===== config.mk =====
export PLATFORM = sky130hd
export DESIGN_NAME = ysyx_22041412_ifu
export DESIGN_NICKNAME = d
export VERILOG_FILES = /design/src/rtl/ysyx_22041412_ifu.sv
export SDC_FILE = /design/constraint.sdc
export NUM_CORES = 1
export LEC_CHECK = 0
export CAP_MARGIN = 15
export CORE_MARGIN = 2
export CORE_UTILIZATION = 35
export CTS_BUF_LIST = sky130_fd_sc_hd__clkbuf_4 sky130_fd_sc_hd__clkbuf_8
export CTS_CLUSTER_SIZE = 40
export DETAILED_ROUTE_END_ITERATION = 6
export PLACE_DENSITY = 0.69
export SKIP_LAST_GASP = 1
export SYNTH_ARGS = -nofsm -noshare
export SYNTH_HDL_FRONTEND = slang
export SYNTH_SLANG_ARGS = --single-unit
export TNS_END_PERCENT = 30

===== constraint.sdc =====
create_clock -name clk -period 13.7 [get_ports clk]
set_input_delay 2.74 -clock clk [delete_from_list [all_inputs] [get_ports clk]]
set_output_delay 2.74 -clock clk [all_outputs]
set_load 0.02 [all_outputs]

===== src/rtl/ysyx_22041412_ifu.sv =====
// Instruction fetch unit: a three-state fetch engine with at most one outstanding memory request.
// Redirects from execute take effect immediately; any response already in flight is dropped.
module ysyx_22041412_ifu #(
   parameter logic [63:0] RESET_PC = 64'h0000_0000_8000_0000
) (
   input  logic        clk,
   input  logic        rst,
   output logic        mem_req_valid,
   input  logic        mem_req_ready,
   output logic [63:0] mem_req_addr,
   input  logic        mem_resp_valid,
   input  logic [31:0] mem_resp_data,
   input  logic        redirect_valid,
   input  logic [63:0] redirect_pc,
   output logic        out_valid,
   input  logic        out_ready,
   output logic [31:0] out_instr,
   output logic [63:0] out_pc
);

   typedef enum logic [1:0] {
      ST_REQ  = 2'd0,
      ST_WAIT = 2'd1,
      ST_HOLD = 2'd2
   } state_e;

   localparam logic [31:0] NOP_INSTR = 32'h0000_0013;

   state_e      state_q, state_d;
   logic [63:0] pc_q, pc_d;
   logic        drop_q, drop_d;
   logic [31:0] instr_q, instr_d;
   logic [63:0] outPc_q, outPc_d;

   logic [63:0] redirTarget;
   logic [63:0] pcPlus4;
   logic        unusedRedirLow;

   assign redirTarget    = {redirect_pc[63:2], 2'b00};
   assign pcPlus4        = pc_q + 64'd4;
   assign unusedRedirLow = ^redirect_pc[1:0];

   always_ff @(posedge clk or posedge rst) begin
      if (rst) begin
         state_q <= ST_REQ;
         pc_q    <= {RESET_PC[63:2], 2'b00};
         drop_q  <= 1'b0;
         instr_q <= NOP_INSTR;
         outPc_q <= 64'd0;
      end else begin
         state_q <= state_d;
         pc_q    <= pc_d;
         drop_q  <= drop_d;
         instr_q <= instr_d;
         outPc_q <= outPc_d;
      end
   end

   // Redirect outranks every other event; drop marks a response that belongs to a stale pc.
   always_comb begin
      state_d = state_q;
      pc_d    = pc_q;
      drop_d  = drop_q;
      instr_d = instr_q;
      outPc_d = outPc_q;
      unique case (state_q)
         ST_REQ: begin
            if (redirect_valid) begin
               pc_d = redirTarget;
               if (mem_req_ready) begin
                  state_d = ST_WAIT;
                  drop_d  = 1'b1;
               end
            end else if (mem_req_ready) begin
               state_d = ST_WAIT;
            end
         end
         ST_WAIT: begin
            if (redirect_valid) begin
               pc_d = redirTarget;
               if (mem_resp_valid) begin
                  state_d = ST_REQ;
                  drop_d  = 1'b0;
               end else begin
                  drop_d = 1'b1;
               end
            end else if (mem_resp_valid) begin
               if (drop_q) begin
                  state_d = ST_REQ;
                  drop_d  = 1'b0;
               end else begin
                  state_d = ST_HOLD;
                  instr_d = mem_resp_data;
                  outPc_d = pc_q;
               end
            end
         end
         ST_HOLD: begin
            if (redirect_valid) begin
               pc_d    = redirTarget;
               state_d = ST_REQ;
            end else if (out_ready) begin
               pc_d    = pcPlus4;
               state_d = ST_REQ;
            end
         end
         default: begin
            state_d = ST_REQ;
         end
      endcase
   end

   // The request is masked during reset so nothing is issued while rst is held.
   assign mem_req_valid = (state_q == ST_REQ) && !rst;
   assign mem_req_addr  = {pc_q[63:2], 2'b00};
   assign out_valid     = (state_q == ST_HOLD);
   assign out_instr     = instr_q;
   assign out_pc        = outPc_q;

endmodule


Yosys cells after proc, flatten, opt, wreduce, memory -nomap -nowiden
Cells that the tools add are included.

Input bits: 102. Register bits: 163. Output and inout bits: 162. Word-level logic and storage cells: 44.

Reduce and logical (&&, ||, !) cells: 10. Add/subtract/negate cells: 1. Mux-type cells: 18. Bitwise logic cells: 2. Eq/ne operators: 8.

Operators by type and width (count): 64-bit 2-to-1 mux (3); 64-bit one-hot mux with 2 select lines (1); 64-bit by 3-bit adder with 64-bit output (second input constant) (1); 2-bit 2-to-1 mux (7); 4-bit AND reduction (2); 2-bit inequality test (second input constant) (3); 2-bit one-hot mux with 3 select lines (1); 3-bit AND reduction (2); 1-bit 2-to-1 mux (5); 2-bit nonzero test (2); 3-bit by 2-bit inequality test with 1-bit output (second input constant) (1); 3-bit inequality test (second input constant) (1); 2-bit by 1-bit equality test with 1-bit output (second input constant) (1); 2-bit equality test (second input constant) (1); 2-bit zero test (1); 2-bit by 1-bit inequality test with 1-bit output (second input constant) (1); 1-bit inverter (2); 1-bit one-hot mux with 2 select lines (1); 2-bit OR reduction (1); 1-bit logical AND (1); 1-bit zero test (1).

Longest topological paths before layout
Gate-level depths: netlist of run 1.

Depth in word-level cells: 4. Depth in mapped cells: 8. Depth with buffers taken out: 6.

Least setup slack after synthesis of run 1
No wires, ideal clock.

Kind: input to output. From: in rst. To: out mem_req_valid. Path slack: 7.765 ns. Required time: 10.960 ns. Stages on the path: 1. Buffers on the path: 0. Arrival time: 3.195 ns. Cells stage by stage: nor3_1.

Longest elaborated chain between the ends: 2.

RTL lines: start: declaration (RTL line 7) `input logic rst,`; 1-bit zero test (RTL line 114) `assign mem_req_valid = (state_q == ST_REQ) && !rst;`; 1-bit logical AND (RTL line 114); end: declaration (RTL line 8) `output logic mem_req_valid,`.

Every way passes these cells.

Final worst setup path of run 1
Same ends and word-level chain as after synthesis.

==> out/qor.csv, run 1 <==
stage,metric,value,unit
timing,final_hold_viol_count,0,
grt,grt-ovfl-total,0,
critical_path,worstSetupPathDepth,3,
grt,use_met1,27.97,%
synthesis,ys_ff_latch,159,
job,maxCapViolCount,0,
clock_tree,ctsHtreeMaxLevel,4,
floorplan,ioPinCount,264,
finish,area_growth,38.75,%
grt,grt_pass1_vias,6921,
timing,fin_ws,6.902,ns
finish,drive_gt1_share,16.27,%
drt,drt_first_pass_iters,5,
power,power_density,171.8,nW/um^2
critical_path,critical_path_class,in -> out,
synthesis,synth_top_cell_by_area,dfrtp_1,
drt,avgViaCountPerCell,5.546,
synthesis,syn-cell-area,8000,um^2
synthesis,syn_area_per_cell,10.61,um^2
power,ir_drop,95.19,uV
timing,worst_slew_pin_slew,0.9351,ns
timing,relSlewSlack,37.66,%
grt,top_usage_layer,met2,
finish,final_cells,1281,
finish,final_cell_mix,"257 x clkdlybuf4s50_1, 155 x dfrtp_1, 92 x mux2_2, 57 x nand2_1, 48 x nand3_1",
finish,antenna_cells,0,
placement,portBuffers,257,
power,sequentialPowerShare,39.4,%
drt,vias,7104,
critical_path,startpoint_type,primary input,
synthesis,ys.flop_type,dfrtp_1,
synthesis,async_reset_ff_share,100.0,%
timing,rsz0062_at_grt,false,
clock_tree,root_buffer,clkbuf_8,
critical_path,worstSetupEndpointType,output port,
power,power_frac_clock,18.3,%
critical_path,crit_required,10.96,ns
synthesis,yosysWarnings,0,
floorplan,die-width,155.2,um
grt,met2_usage,32.49,%
placement,place_inst,1249,
synthesis,synth_cell_types,68,
clock_tree,cts.sinks,159,
floorplan,initial_core_util,35.44,%
drt,post_drt_wl_per_cell,19.35,um
power,swShare,36.82,%
grt,track_usage,20.50,%
grt,gr-usage-met3,5.432,%
floorplan,die_y,155.2,um
finish,final_common_cell,clkdlybuf4s50_1,
critical_path,critical-path-slowest-cell,clkdlybuf4s50_1,
floorplan,placementRows,55,
clock_tree,cts_buffers,17,
finish,regArea,3984,um^2
timing,layout_min_cycle_time,6.798,ns
critical_path,crit_top_cell,clkdlybuf4s50_1,
power,p_sw,702.2,uW
power,internal_power,1205,uW
clock_tree,ctsHoldBuffers,0,
timing,max_freq,147.1,MHz
min_path,min_delay_path_depth,2,
critical_path,critical-path-top-delay-family,buffers and inverters,
clock_tree,cts_setup_buffers,0,
synthesis,seq_area_frac_synth,49.80,%
critical_path,slowest_delay,0.63,ns
drt,ant_nets,0,
status,status,completed,
timing,drv_slew,0,
placement,pre_cts_ws,6.897,ns
clock_tree,tritoncts,built,
floorplan,dieArea,24080,um^2
finish,nNetsFinal,1086,
timing,fin_tns_setup,0,ns
drt,wirelength,24.79,mm
grt,grt_max_degree,95,
clock_tree,path_clk_slew,0.09,ns
grt,grt_pass1_wl,38.94,mm
placement,gp_congestion,0.7873,
clock_tree,clock_latency,0.47,ns
timing,finalClockSkew,0.01792,ns
finish,fillers,2055,
timing,period_share,49.62,%
clock_tree,clock_path_buffers,2,
critical_path,critPathMaxFanout,2,
timing,setup_viol,0,
critical_path,crit_arrival,4.06,ns
power,leakage,0.004378,uW
synthesis,netlist.area_leader.share,48.48,%
clock_tree,cts_resized,0,
critical_path,path_cells,clkdlybuf4s50_1 -> nor3_1 -> clkdlybuf4s50_1,
min_path,hp-class,reg -> reg,
grt,antenna_found_initial,0,
critical_path,crit_buf_inv,2,
critical_path,reg2regPathDepth,5,
power,power.share.combinational,42.3,%
synthesis,syn_inst,754,
synthesis,synth_edf_count,0,
drt,drt_iter0_drc,519,
placement,dp_hpwl,16.70,mm
synthesis,synth_area_leaders,"dfrtp_1 48%, mux2_2 13%, nand3_1 3.0%",
finish,multi_input_area,3732,um^2
drt,drcViolationCount,0,
floorplan,core,22570,um^2
==> cells in the mapped netlist (12+ instances only) <==
library cell,n
and4_1,12
o21ai_0,35
dfrtp_1,155
o22ai_1,12
nor3_1,26
nor2_1,35
a21oi_1,40
nand3_1,48
nand4_1,22
and3_1,13
nand2_1,57
mux2_2,92
clkbuf_1,34
==> tightest hold or removal path, stage by stage, from the launching register on <==
cell and delay (ns):
dfrtp_1 0.35, nand2_1 0.04, o21ai_0 0.05
==> per-layer routing <==
layer  part of all wire, %  wire [um]
met5                     0          0
met4                  0.95        236
met3                   7.7       1898
met2                    46      11460
met1                    45      11200
==> stage by stage <==
step	power, uW	hold WS (ns)	instance area (um^2)	util [%]
2_1_floorplan	1151	0.4580	8011	-
3_3_place_gp	1557	0.4623	10720	47.50
3_5_place_dp	1575	0.4751	10720	47.50
4_1_cts	1931	0.4965	11100	49.18
5_1_grt	2008	0.5214	11100	49.18
6_report	1907	0.4828	11100	49.18
==> final timing paths <==
| check | start | endpoint | slack, ns |
|---|---|---|---|
| max in group asynchronous | rst | pc_q[52]$_DFFE_PP0P_ | 9.36 |
| max reg2reg | state_q[1]$_DFFE_PP0P_ | pc_q[63]$_DFFE_PP0P_ | 10.79 |
| min | out_pc[24]$_DFFE_PP0P_ | out_pc[24]$_DFFE_PP0P_ | 0.48 |
| min in group asynchronous | rst | out_instr[19]$_DFFE_PP0P_ | 2.85 |
| min reg2reg | out_pc[24]$_DFFE_PP0P_ | out_pc[24]$_DFFE_PP0P_ | 0.48 |
| max | rst | mem_req_valid | 6.90 |
==> sequential cells by signal, summed over array words and instances, names as in the netlist <==
name	flops
state_q	2
drop_q	1
out_instr	32
out_pc	62
pc_q	62
==> cell type report <==
class,count,share of cell area [%]
repair buffers,264,23.65
clock inverters,13,1.060
inverters,5,0.2142
multi-input cells,536,33.62
flip-flops and latches,159,35.89
well taps,285,3.212
clock buffers,19,2.356
==> logic make-up (layout without fill, tap and decap cells) <==
family	count (synthesis)	count (layout)	share of synthesized area (%)
other	1	4	0.04687
and+or+nand+nor	274	274	19.46
DFF	159	159	49.80
AOI/OAI and AO/OA	163	163	13.33
muxes	94	94	13.20
adders and majority gates	1	1	0.1564
buffers and inverters	62	301	4.019
==> power by group through the flow <==
| stage | combinational, uW | sequential (uW) | clock [uW] |
|---|---|---|---|
| 2_1_floorplan | 209 | 942 | 0 |
| 3_3_place_gp | 805 | 752 | 0 |
| 3_5_place_dp | 813 | 762 | 0 |
| 4_1_cts | 815 | 752 | 363 |
| 5_1_grt | 853 | 774 | 381 |
| 6_report | 807 | 751 | 349 |
Note: power is estimated with default switching activity, not from simulation.
==> run 2, diff against run 1 <==
==> constraint.sdc (replaced) <==
create_clock -name clk -period 7.1 [get_ports clk]
set_input_delay 1.42 -clock clk [delete_from_list [all_inputs] [get_ports clk]]
set_output_delay 1.42 -clock clk [all_outputs]
set_load 0.02 [all_outputs]
==> run 2 against run 1 <==
Clock skew is 0.0049 ns lower; design area is 0.77% higher; register-to-register slack got worse by 6.5 ns; count of clock-buffer cells in the layout unchanged; flip-flop and latch count did not move; via count grew 0.89%; sequential share of layout area decreased by 0.27 points; non-clock buffer count up 1; largest cell class unchanged; highest routed layer unchanged.
==> out/qor.csv, run 2 (synthesis results as in run 1) <==
stage,metric,value,unit,change
grt,track_usage,20.55,%,+0.049 points
floorplan,initial_core_util,35.44,%,unchanged
drt,ant_nets,0,,unchanged
critical_path,worstSetupEndpointType,output port,,
critical_path,startpoint_type,primary input,,
status,status,completed,,
timing,finalClockSkew,0.01299,ns,-0.004931 ns
timing,period_share,57.96,%,
drt,wl_met3,1.878,mm,-1.1%
drt,post_drt_wl_per_cell,19.31,um,-0.22%
timing,worst_slew_pin_slew,0.9522,ns,+0.01711 ns
drt,wirelength,24.75,mm,-0.15%
job,maxCapViolCount,0,,unchanged
clock_tree,clock_path_buffers,2,,unchanged
timing,layout_min_cycle_time,4.115,ns,
clock_tree,tritoncts,built,,
placement,gp_congestion,0.7818,,-0.70%
finish,post-route-util,49.56,%,+0.38 points
critical_path,critPathMaxFanout,2,,unchanged
critical_path,critical_path_class,in -> out,,
drt,avgViaCountPerCell,5.590,,+0.81%
timing,relSlewSlack,36.52,%,-1.1 points
placement,pre_cts_ws,2.767,ns,-4.130 ns
clock_tree,cts_setup_buffers,0,,unchanged
min_path,hold_end,out_pc[33]$_DFFE_PP0P_,,
critical_path,reg2regPathDepth,5,,unchanged
grt,grt_max_degree,91,,-4.2%
drt,topRoutingLayerUsed,met4,,
clock_tree,ctsHoldBuffers,0,,unchanged
grt,antenna_found_initial,0,,unchanged
critical_path,crit_required,5.68,ns,-5.28 ns
power,power.share.combinational,41.1,%,-1.2 points
critical_path,r2r-start,state_q[1]$_DFFE_PP0P_,,
clock_tree,cts_buffers,17,,unchanged
drt,wl_met1,11.01,mm,-1.7%
power,sequentialPowerShare,38.2,%,-1.2 points
floorplan,die_y,155.2,um,unchanged
min_path,hp-class,reg -> reg,,
min_path,worstHoldStart,out_pc[33]$_DFFE_PP0P_,,
clock_tree,cts_resized,0,,unchanged
timing,rsz0062_at_grt,false,,
drt,drcViolationCount,0,,unchanged
clock_tree,clock_latency,0.46,ns,about the same
placement,dp_hpwl,16.82,mm,+0.75%
finish,drive_gt1_share,16.35,%,+0.084 points
power,internal_power,2456,uW,+100%
critical_path,worstReg2RegEnd,pc_q[63]$_DFFE_PP0P_,,
finish,antenna_cells,0,,unchanged
min_path,min_delay_path_depth,2,,unchanged
drt,wl_met2,11.56,mm,+0.88%
grt,grt_pass1_vias,6919,,-0.029%
power,power_frac_clock,20.7,%,+2.4 points
critical_path,r2r_slack,4.27,ns,-6.52 ns
finish,nNetsFinal,1087,,+0.092%
power,ir_drop,167.7,uV,+76%
drt,drt_iter0_drc,503,,-3.1%
timing,final_hold_viol_count,0,,unchanged
timing,drv_slew,0,,unchanged
clock_tree,cts.sinks,159,,unchanged
finish,area_growth,39.82,%,
grt,grt-ovfl-total,0,,unchanged
drt,drt_first_pass_iters,5,,unchanged
power,p_sw,1339,uW,+91%
timing,fin_tns_setup,0,ns,unchanged
finish,final_common_cell,clkdlybuf4s50_1,,
floorplan,dieArea,24080,um^2,unchanged
timing,whs,0.4894,ns,+0.006612 ns
grt,grt_pass1_wl,39.10,mm,+0.41%
critical_path,crit_arrival,2.70,ns,-1.36 ns
timing,setup_viol,0,,unchanged
power,power_density,339.3,nW/um^2,+98%
clock_tree,path_clk_slew,0.08,ns,about the same
floorplan,ioPinCount,264,,unchanged
floorplan,placementRows,55,,unchanged
drt,vias,7167,,+0.89%
clock_tree,root_buffer,clkbuf_8,,
clock_tree,ctsHtreeMaxLevel,4,,unchanged
floorplan,core,22570,um^2,unchanged
power,p_total,3795,uW,+99%
power,leakage,0.004414,uW,+0.84%
placement,portBuffers,257,,unchanged
floorplan,die-width,155.2,um,unchanged
power,swShare,35.29,%,-1.5 points
timing,max_freq,243.0,MHz,
finish,final_cell_mix,"257 x clkdlybuf4s50_1, 155 x dfrtp_1, 92 x mux2_2, 57 x nand2_1, 48 x nand3_1",,
timing,fin_ws,2.985,ns,-3.917 ns
==> run 2: cell count changes in the layout (fill, tap and decap cells not counted), sizes merged <==
cell	previous run	this run
bufinv	0	4
inv	14	10
buf	7	8
clkinv	3	2
clkinvlp	1	2
==> run 2: final cells by class <==
| cell class | count | area [um^2] |
|---|---|---|
| fillers | 2059 | 11390 |
| flip-flops and latches | 159 | 3984 |
| multi-input cells | 536 | 3732 |
| repair buffers | 265 | 2633 |
| well taps | 285 | 356.6 |
| clock buffers | 19 | 255.2 |
| clock inverters | 13 | 201.4 |
| inverters | 5 | 23.77 |
==> run 2: metrics by stage <==
stage	cells	area, um^2
after floorplan	757	8011
after global placement	1250	10730
after detailed placement	1250	10730
after CTS	1282	11190
after global routing	1282	11190
final	1282	11190
==> run 2: critical path: stages <==
cell	delay [ns]
clkdlybuf4s50_1	0.48
nor3_1	0.16
clkdlybuf4s50_1	0.64
==> run 2: how the worst max path moves through the flow <==
stage,start,endpoint,cells after the start
floorplan,rst,drop_q$_DFFE_PP0P_,1
global placement,redirect_valid,pc_q[43]$_DFFE_PP0P_,6
detailed placement,redirect_valid,pc_q[63]$_DFFE_PP0P_,6
CTS,rst,mem_req_valid,3
global route,rst,mem_req_valid,3
finish,rst,mem_req_valid,3
==> run 2: power groups by stage <==
stage / Combinational [uW] / Sequential, uW / Clock [uW]
floorplan: 403 / 1820 / 0
global placement: 1550 / 1450 / 0
detailed placement: 1570 / 1470 / 0
CTS: 1570 / 1450 / 807
global route: 1640 / 1500 / 848
finish: 1560 / 1450 / 787
==> run 2: layer usage <==
metal	global-route usage [%]	vias up
met5	0	-
met2	32.83	312
met3	4.206	23
met1	28.63	3524
met4	5.330	0
li1	-	3308
==> run 3, diff against run 2 <==
--- a/config.mk
+++ b/config.mk
@@ -11,7 +11,7 @@
 export CTS_BUF_LIST = sky130_fd_sc_hd__clkbuf_4 sky130_fd_sc_hd__clkbuf_8
 export CTS_CLUSTER_SIZE = 40
 export DETAILED_ROUTE_END_ITERATION = 6
-export PLACE_DENSITY = 0.69
+export PLACE_DENSITY = 0.71
 export SKIP_LAST_GASP = 1
 export SYNTH_ARGS = -nofsm -noshare
 export SYNTH_HDL_FRONTEND = slang
==> constraint.sdc (replaced) <==
create_clock -name clk -period 3.4 [get_ports clk]
set_input_delay 0.68 -clock clk [delete_from_list [all_inputs] [get_ports clk]]
set_output_delay 0.68 -clock clk [all_outputs]
set_load 0.02 [all_outputs]
==> run 3 against run 2 <==
First-iteration DRC count rose by 23%; sequential share of layout area fell by 0.35 points; via count fell by 0.24%; global-route usage rose by 0.14 points; final cell count rose by 0.78%; power rose by 110%; hold slack improved by 0.0091 ns; combinational power rose by 110%; clock skew rose by 0.0021 ns; design area rose by 0.98%; highest routed layer unchanged.
==> out/qor.csv, run 3 (synthesis results as in run 1) <==
stage,metric,value,unit,change
status,status,completed,,
finish,area_growth,41.19,%,
critical_path,critical_path_class,in -> out,,
clock_tree,cts_buffers,17,,unchanged
clock_tree,clock_latency,0.47,ns,about the same
timing,final_hold_viol_count,0,,unchanged
finish,nNetsFinal,1098,,+1.0%
critical_path,worstSetupEndpointType,output port,,
clock_tree,tritoncts,built,,
drt,ant_nets,0,,unchanged
floorplan,ioPinCount,264,,unchanged
clock_tree,ctsHoldBuffers,0,,unchanged
drt,drt_iter0_drc,618,,+23%
job,maxCapViolCount,0,,unchanged
placement,dp_hpwl,17.44,mm,+3.7%
power,power_frac_clock,19.6,%,-1.1 points
timing,max_freq,381.3,MHz,
power,ir_drop,368.2,uV,+120%
timing,rsz0062_at_grt,false,,
grt,grt_pass1_wl,39.49,mm,+1.0%
timing,layout_min_cycle_time,2.623,ns,
clock_tree,root_buffer,clkbuf_8,,
finish,final_common_cell,clkdlybuf4s50_1,,
power,sequentialPowerShare,38.4,%,+0.2 points
timing,worst_slew_pin_slew,0.7498,ns,-0.2023 ns
clock_tree,cts_setup_buffers,0,,unchanged
power,leakage,0.004484,uW,+1.6%
clock_tree,path_clk_slew,0.08,ns,about the same
critical_path,startpoint_type,primary input,,
floorplan,initial_core_util,35.44,%,unchanged
timing,drv_slew,0,,unchanged
grt,grt_max_degree,90,,-1.1%
finish,antenna_cells,0,,unchanged
timing,period_share,77.14,%,
clock_tree,cts.sinks,159,,unchanged
drt,avgViaCountPerCell,5.534,,-1.0%
min_path,hp-class,reg -> reg,,
timing,relSlewSlack,49.63,%,+13 points
power,p_sw,2775,uW,+110%
finish,fillers,2077,,+0.87%
power,swShare,35.38,%,+0.091 points
placement,place_inst,1261,,+0.88%
drt,drt_first_pass_iters,5,,unchanged
floorplan,core,22570,um^2,unchanged
critical_path,crit_arrival,1.94,ns,-0.76 ns
drt,post_drt_wl_per_cell,19.40,um,+0.46%
floorplan,dieArea,24080,um^2,unchanged
timing,finalClockSkew,0.01511,ns,+0.002127 ns
placement,gp_congestion,0.8102,,+3.6%
power,internal_power,5070,uW,+110%
drt,drcViolationCount,0,,unchanged
critical_path,critPathMaxFanout,2,,unchanged
floorplan,die-width,155.2,um,unchanged
timing,setup_viol,0,,unchanged
grt,grt_pass1_vias,7077,,+2.3%
grt,grt-ovfl-total,0,,unchanged
floorplan,die_y,155.2,um,unchanged
timing,whs,0.4986,ns,+0.009144 ns
finish,final_cell_mix,"257 x clkdlybuf4s50_1, 155 x dfrtp_1, 92 x mux2_2, 57 x nand2_1, 48 x nand3_1",,
grt,antenna_found_initial,0,,unchanged
floorplan,placementRows,55,,unchanged
power,p_total,7845,uW,+110%
finish,post-route-util,50.04,%,+0.49 points
clock_tree,clock_path_buffers,2,,unchanged
clock_tree,ctsHtreeMaxLevel,4,,unchanged
critical_path,crit_required,2.72,ns,-2.96 ns
grt,track_usage,20.69,%,+0.14 points
power,power.share.combinational,42.0,%,+0.9 points
placement,portBuffers,257,,unchanged
clock_tree,cts_resized,0,,unchanged
finish,final_cells,1292,,+0.78%
timing,fin_tns_setup,0,ns,unchanged
power,power_density,694.5,nW/um^2,+100%
finish,drive_gt1_share,17.18,%,+0.83 points
drt,wirelength,25.06,mm,+1.2%
drt,vias,7150,,-0.24%
-- run 3: cell count changes in the layout (fill, tap and decap cells not counted) --
cell,delta
inv_6,-4
buf_12,+6
clkbuf_4,+2
buf_4,+5
clkinv_4,+2
clkinvlp_4,-1
clkinv_2,+3
inv_8,-2
bufinv_16,-1
-- run 3: layer usage --
layer / track usage, % / vias to the layer above / part of all wire, %
li1: - / 3316 / -
met5: 0 / - / 0
met3: 6.379 / 31 / 9.0
met2: 31.66 / 315 / 45
met1: 28.55 / 3488 / 44
met4: 5.548 / 0 / 1.5
-- run 3: worst max-delay path: stages --
cell	delay (ns)
clkdlybuf4s50_1	0.48
nor3_1	0.15
clkdlybuf4s50_1	0.63
-- run 3: path summary, 6_finish.rpt --
kind | cells past startpoint | from | slack [ns] | endpoint
max in group asynchronous | 3 | rst | 2.04 | pc_q[20]$_DFFE_PP0P_
min in group asynchronous | 2 | rst | 0.54 | drop_q$_DFFE_PP0P_
worst max-delay path | 3 | rst | 0.78 | mem_req_valid
worst max register to register | 6 | pc_q[3]$_DFFE_PP0P_ | 0.80 | pc_q[52]$_DFFE_PP0P_
worst min register to register | 2 | out_pc[33]$_DFFE_PP0P_ | 0.50 | out_pc[33]$_DFFE_PP0P_
worst min-delay path | 2 | out_pc[33]$_DFFE_PP0P_ | 0.50 | out_pc[33]$_DFFE_PP0P_
-- run 3: layout make-up --
cell class / count / area [um^2] / share of cell area [%]
inverter: 5 / 22.52 / 0.1994
timing repair buffer: 276 / 2790 / 24.70
tap: 285 / 356.6 / 3.157
clock inverter: 10 / 140.1 / 1.241
multi-input combinational: 536 / 3732 / 33.04
clock buffer: 21 / 270.3 / 2.393
sequential: 159 / 3984 / 35.27
-- run 3: power by group through the flow --
stage          sequential, uW  combinational (uW)  clock (uW)
2_1_floorplan            3800                 842           0
3_3_place_gp             3020                3280           0
3_5_place_dp             3050                3320           0
4_1_cts                  3020                3330        1570
5_1_grt                  3110                3490        1640
6_report                 3010                3300        1540
-- run 3: per-stage QoR --
stage	instance area, um^2	setup slack (ns)
floorplan	8015	0.7084
global placement	10890	0.5761
detailed placement	10890	0.5185
CTS	11300	0.7625
global route	11300	0.6326
finish	11300	0.7772
